**src/rtl/imm_compress.sv**
```systemverilog
// imm_compress: recovers the 16-bit immediate that the immediate extender would expand
// back to a given 32-bit value under a given extension op, flags exact representability,
// and buffers results in a 2-entry FIFO behind valid/ready handshakes on both sides.
// A saturating counter tracks how many accepted values were not representable.
module imm_compress #(
  parameter int unsigned CNT_W = 16
) (
  input  logic             clk,
  input  logic             reset,
  input  logic             in_valid,
  output logic             in_ready,
  input  logic [31:0]      in_val,
  input  logic [1:0]       in_eop,
  output logic             out_valid,
  input  logic             out_ready,
  output logic [15:0]      out_imm,
  output logic [1:0]       out_eop,
  output logic             out_fit,
  output logic [CNT_W-1:0] miss_cnt,
  input  logic             clr_cnt
);

  typedef struct packed {
    logic [15:0] imm;
    logic [1:0]  eop;
    logic        fit;
  } entry_t;

  entry_t             mem_q [2];
  entry_t             hold_q;
  entry_t             head;
  entry_t             comp;
  logic               wr_ptr_q;
  logic               rd_ptr_q;
  logic [1:0]         occ_q;
  logic [1:0]         occ_d;
  logic [CNT_W-1:0]   cnt_q;
  logic [CNT_W-1:0]   cnt_d;
  logic               push;
  logic               pop;
  logic               hi_sext16;
  logic               hi_sext18;

  // Compress the incoming value: pick the immediate field and check the discarded bits.
  always_comb begin
    comp      = '0;
    comp.eop  = in_eop;
    // Upper bits must be a pure sign extension of the kept field.
    hi_sext16 = (&in_val[31:15]) | ~(|in_val[31:15]);
    hi_sext18 = (&in_val[31:17]) | ~(|in_val[31:17]);
    case (in_eop)
      2'b00: begin
        comp.imm = in_val[15:0];
        comp.fit = hi_sext16;
      end
      2'b01: begin
        comp.imm = in_val[15:0];
        comp.fit = ~(|in_val[31:16]);
      end
      2'b10: begin
        comp.imm = in_val[31:16];
        comp.fit = ~(|in_val[15:0]);
      end
      default: begin
        comp.imm = in_val[17:2];
        comp.fit = ~(|in_val[1:0]) & hi_sext18;
      end
    endcase
  end

  // Handshake decode; in_ready depends on registered occupancy only.
  always_comb begin
    in_ready  = (occ_q < 2'd2);
    out_valid = (occ_q != 2'd0);
    push      = in_valid & in_ready;
    pop       = out_valid & out_ready;
  end

  // Next occupancy: simultaneous push and pop leaves it unchanged.
  always_comb begin
    occ_d = occ_q;
    case ({push, pop})
      2'b10:   occ_d = occ_q + 2'd1;
      2'b01:   occ_d = occ_q - 2'd1;
      default: occ_d = occ_q;
    endcase
  end

  // Occupancy and read/write pointers.
  always_ff @(posedge clk or posedge reset) begin
    if (reset) begin
      occ_q    <= 2'd0;
      wr_ptr_q <= 1'b0;
      rd_ptr_q <= 1'b0;
    end else begin
      occ_q <= occ_d;
      if (push) wr_ptr_q <= ~wr_ptr_q;
      if (pop)  rd_ptr_q <= ~rd_ptr_q;
    end
  end

  // Buffer storage written at the write pointer on accept.
  always_ff @(posedge clk or posedge reset) begin
    if (reset) begin
      mem_q[0] <= '0;
      mem_q[1] <= '0;
    end else if (push) begin
      mem_q[wr_ptr_q] <= comp;
    end
  end

  // Last popped entry, shown on the outputs while the buffer is empty.
  always_ff @(posedge clk or posedge reset) begin
    if (reset) begin
      hold_q <= '0;
    end else if (pop) begin
      hold_q <= head;
    end
  end

  // Output mux: head of FIFO when occupied, otherwise the last value seen.
  always_comb begin
    head    = mem_q[rd_ptr_q];
    out_imm = out_valid ? head.imm : hold_q.imm;
    out_eop = out_valid ? head.eop : hold_q.eop;
    out_fit = out_valid ? head.fit : hold_q.fit;
  end

  // Miss counter next state: clear wins over a coincident miss.
  always_comb begin
    cnt_d = cnt_q;
    if (clr_cnt) begin
      cnt_d = '0;
    end else if (push && !comp.fit && !(&cnt_q)) begin
      cnt_d = cnt_q + CNT_W'(1);
    end
  end

  // Miss counter register.
  always_ff @(posedge clk or posedge reset) begin
    if (reset) begin
      cnt_q <= '0;
    end else begin
      cnt_q <= cnt_d;
    end
  end

  assign miss_cnt = cnt_q;

endmodule

```
**config.mk**
```make
export PLATFORM = sky130hd
export DESIGN_NAME = imm_compress
export DESIGN_NICKNAME = d
export VERILOG_FILES = /design/src/rtl/imm_compress.sv
export SDC_FILE = /design/constraint.sdc
export NUM_CORES = 1
export LEC_CHECK = 0
export ABC_AREA = 1
export ABC_CLOCK_PERIOD_IN_PS = 4400
export CAP_MARGIN = 20
export CORE_MARGIN = 5
export CORE_UTILIZATION = 46
export CTS_CLUSTER_DIAMETER = 150
export CTS_CLUSTER_SIZE = 25
export DETAILED_ROUTE_END_ITERATION = 16
export GPL_ROUTABILITY_DRIVEN = 1
export PLACE_DENSITY = 0.68
export SKIP_LAST_GASP = 1
export SLEW_MARGIN = 25
export SYNTH_ARGS = -nofsm -noshare
export SYNTH_HDL_FRONTEND = slang
export SYNTH_SLANG_ARGS = --single-unit
```
**constraint.sdc**
```tcl
create_clock -name clk -period 4.4 [get_ports clk]
set_input_delay 0.66 -clock clk [delete_from_list [all_inputs] [get_ports clk]]
set_output_delay 0.66 -clock clk [all_outputs]
set_load 0.005 [all_outputs]
```
Yosys cells after proc, flatten, opt, wreduce, memory -nomap -nowiden --
Cells that the tools add are included.
Cells by class: $lt $le $gt $ge 4, eq/ne operators 4, reductions and logical operators 18, bitwise gates (word level) 14, muxes and demuxes 14, $add $sub $neg 3
Operators with widths (count):
- $mux 19 | 4
- $mux 16 | 3
- $bwmux 38 | 1
- $pmux 16 s2 | 1
- $reduce_or 16->1 | 2
- $demux 19 s1 | 1
- $reduce_and 17->1 | 1
- $reduce_or 17->1 | 1
- $add 16x1->16 const B | 1
- $reduce_and 16->1 | 1
- $reduce_and 15->1 | 1
- $reduce_or 15->1 | 1
- $not 1->1 | 7
- $reduce_bool 2->1 | 3
- $eq 2x1->1 const B | 2
- $eq 2x2->1 const B | 2
- $ge 2x2->1 const B | 2
- $not 1->2 | 2
- $pmux 2 s2 | 1
- $reduce_or 2->1 | 2
- $and 1x1->1 | 3
- $logic_and 1x1->1 | 3
- $pmux 1 s3 | 1
- $add 2x1->2 const B | 1
- 8 further kinds | 10
Storage, ports and cells: flip-flop bits (word level) 77

Logic depth before layout (Yosys ltp) --
depth after elaboration 10, gate-level depth with buffers 11, mapped depth without buffers 10

Least setup slack after synthesis --
Ideal clock, no wire load.
kind input to register, from input out_ready, to register occ_q[1], slack 2.520 ns, arrival time 1.749 ns, path buffers 2, required time 4.269 ns, setup time 0.131 ns, stages on the path 8, cells stage by stage nand2_1 inv_1 buf_2 buf_2 ha_1 a21oi_1 o21ai_0 xor2_1
On the way: longest elaborated chain between the ends 3, elaborated cells on any way between the ends 5, those cells by class 2 x eq/ne; 1 x mux; 1 x bitwise; 1 x reduce/logical
Ends and longest elaborated chain:
- from (decl) | RTL line 15 | input logic out_ready,
- $and 1x1->1 (*) | RTL line 76 | pop = out_valid & out_ready;
- via pop | RTL line 40 | logic pop;
- $eq 2x1->1 / $eq 2x2->1 (equally long branches) | RTL line 82 | case ({push, pop})
- $pmux 2 s2 / $reduce_bool 2->1 (equally long branches)
- to (signal assigned) | RTL line 92 | occ_q <= 2'd0;
- to (signal assigned) | RTL line 96 | occ_q <= occ_d;
- to (decl) | RTL line 35 | logic [1:0] occ_q;
The timed path passes the listed nets; every way through them passes the cells marked *. A chain may end at the register's enable or synchronous reset.

Worst setup path in the final report --
from register occ_q[0], to output out_imm[12]
On the way: longest elaborated chain between the ends 2
Ends and longest elaborated chain:
- $reduce_bool 2->1 | RTL line 74 | out_valid = (occ_q != 2'd0);
- $mux 16 | RTL line 124 | out_imm = out_valid ? head.imm : hold_q.imm;
- to (decl) | RTL line 16 | output logic [15:0] out_imm,
No other way between the ends.

==> impl_metrics.yaml <==
place:
  dpl.cell_count: 796
  pre_cts_slack_ns: 1.38
  dpl.hpwl_microns: 8150
  numPortBuffers: 75
  place_congestion: 0.899
routing:
  wl_per_cell_microns: 13.8
  ant_nets: 0
  dr.pass1.iters: 5
  via_per_inst: 5.14
  drt_wl_total_microns: 11200
  vias: 4172
  initialDrtViolationCount: 192
  drc: 0
sta:
  layout_setup_ws_ns: 1.47
  finClkSkew_ns: 0.0108
  drv_slew: 0
  setup_tns_ns: 0
  rsz0062_at_grt: "no"
  setup_violations: 0
  max_clock_freq_ghz: 0.341
  slew_headroom_pct: 36.9
  final.min_clock_period_ns: 2.93
  finalHoldViolations: 0
  finalCritPeriodShare_pct: 66.7
  worstMarginPinSlew_ns: 0.945
floorplanning:
  core_region_area_sq_mm: 0.00928
  pin_count: 76
  start_util_pct: 47.3
  fp.dieW_microns: 108
  die_area_sq_mm: 0.0116
  die_y_microns: 108
  num_rows: 35
grt:
  globalRouteOverflowTotal: 0
  antenna_found_initial: 0
  grt_usage_pct: 20.2
  grt_pass1_wl_microns: 18800
  grt_pass1_vias: 3777
  grt_max_degree: 52
power:
  pwr-share-comb_pct: 41.0
  p_int_uw: 1740
  power_frac_seq_pct: 39.0
  irDropWorstVdd_mv: 0.205
  p_leak_uw: 0.00259
  finalPower_uw: 2770
  p_per_area_mw_per_mm2: 512
  pwr-share-clk_pct: 20.0
  p_sw_uw: 1030
  p_sw_share_pct: 37.1
synthesis:
  yosys.area_share.simple_pct: 29.9
  netlist-cell-type-count: 27
  synth_compound_area_share_pct: 12.4
  yosys-mux-area-fraction_pct: 0
  syn_avg_cell_area_sq_um: 7.12
  yosys-top-cells-area: "dfrtp_1, nand2_1, o21ai_0"
  synthCells: 617
  ys_ff_latch: 77
  synth_nets: 658
  synthAdderAreaFrac_pct: 0.570
  yosysSeqAreaShare_pct: 43.9
  synth_warnings: 0
  synth_top_family_by_area: "simple AND/OR/NAND/NOR gates"
  synth_top_area_share_pct: 43.9
  syn_area_sq_mm: 0.00439
  synthXorXnorAreaFrac_pct: 3.19
  synth_largest_area_cell: "dfrtp_1"
clocking:
  numCtsBuffers: 9
  postCtsResizedCells: 0
  cts_hold_buf: 0
  cts_tree: "yes"
  cts.path.max_buffers: 2
  htreeDepth: 3
  cts.sink_count: 77
  clk_pin_slew_ns: 0.08
  cts-root-buf: "clkbuf_8"
  postCtsSetupRepairBufs: 0
  clock_latency_ns: 0.35
layout:
  fillers: 896
  area_growth_pct: 23.2
  stdcell_count: 812
  final_core_util_pct: 58.3
  mostFrequentLayoutCell: "nand2_1"
  layout-drive-gt1-share_pct: 4.83
  fin_nets: 719
  final_cell_mix: "nand2_1, inv_1, dfrtp_1"
  antennaDiodeCount: 0
worst_setup_path:
  start_kind: "register"
  crit_fanout: 40
  required_ns: 3.74
  arrival_ns: 2.27
  crit_path_end_kind: "output pin"
  worstSetupPathType: "register to output pin"
run_status:
  status: "finished clean"
job:
  max_cap_viol_count: 0
worst_hold_path:
  hp-class: "register to register"
==> routing by layer <==
| layer | vias to the layer above | GRT usage [%] | routed length [microns] |
|---|---|---|---|
| met3 | 15 | 4.74 | 659 |
| met2 | 131 | 29.8 | 4870 |
| met5 | - | 0 | 0 |
| met1 | 1954 | 29.9 | 5560 |
| li1 | 2072 | - | - |
| met4 | 0 | 4.78 | 142 |
==> registers in the layout (all words and copies together) (netlist names) <==
signal	flops
mem_q	38
hold_q	19
miss_cnt	16
occ_q	2
rd_ptr_q	1
wr_ptr_q	1
==> area by class of cell <==
cell class | count | area [sq um] | area share [%]
multi-input cells | 430 | 2030 | 37.5
flip-flops and latches | 77 | 1930 | 35.6
repair buffers | 78 | 773 | 14.3
well taps | 129 | 161 | 2.98
clock buffers | 11 | 151 | 2.80
clock inverters | 5 | 58.8 | 1.09
inverters | 82 | 308 | 5.69
==> synth_stat cells <==
cell type / count
o21ai_0: 75
o21ai_1: 5
inv_1: 81
nand3_1: 26
xor2_1: 13
nor2_2: 4
buf_1: 3
buf_6: 2
inv_2: 1
nand3b_1: 1
nor2_1: 44
o211ai_1: 4
xnor2_1: 3
ha_1: 2
nand3_2: 2
dfrtp_1: 77
nand2_1: 214
buf_2: 6
buf_4: 1
nor3_1: 1
a21oi_1: 2
nand2_2: 1
nor2_4: 2
clkbuf_1: 16
nand3_4: 1
nand4_1: 18
o221ai_1: 12
==> per-stage QoR <==
stage,instance area (sq um),hold WS [ns]
after floorplan,4390,0.449
after CTS,5410,0.485
after global placement,5190,0.463
after global routing,5410,0.497
final,5410,0.484
after detailed placement,5190,0.465
==> critical path: stages, from the launching register on <==
cell	delay, ns
dfrtp_1	0.40
nor2_1	0.06
inv_1	0.68
nand2_1	0.11
o21ai_0	0.12
clkdlybuf4s50_1	0.55
==> power groups by stage <==
stage               Sequential [uW]  Clock [uW]  Combinational (uW)
finish                         1080         554                1140
global route                   1120         601                1290
CTS                            1080         566                1150
detailed placement             1090           0                1140
global placement               1080           0                1120
floorplan                      1030           0                 703
==> cells by family (layout without fill, tap and decap cells) <==
kind of cell	after synthesis	after routing
simple gates	314	314
buf+inv	110	176
compound gates	98	98
flops	77	77
fa+ha+maj	2	2
xor+xnor	16	16
==> worst paths after layout <==
path | slack (ns) | cells after the start | from | to
max in group asynchronous | 2.58 | 3 | reset | rd_ptr_q
min reg2reg | 0.48 | 2 | mem_q[17] | mem_q[17]
max | 1.47 | 5 | occ_q[0] | out_imm[12]
min in group asynchronous | 0.69 | 2 | reset | hold_q[16]
max reg2reg | 1.75 | 9 | occ_q[0] | occ_q[1]
min | 0.48 | 2 | mem_q[17] | mem_q[17]
No activity file was read; power rests on OpenSTA's default activity.
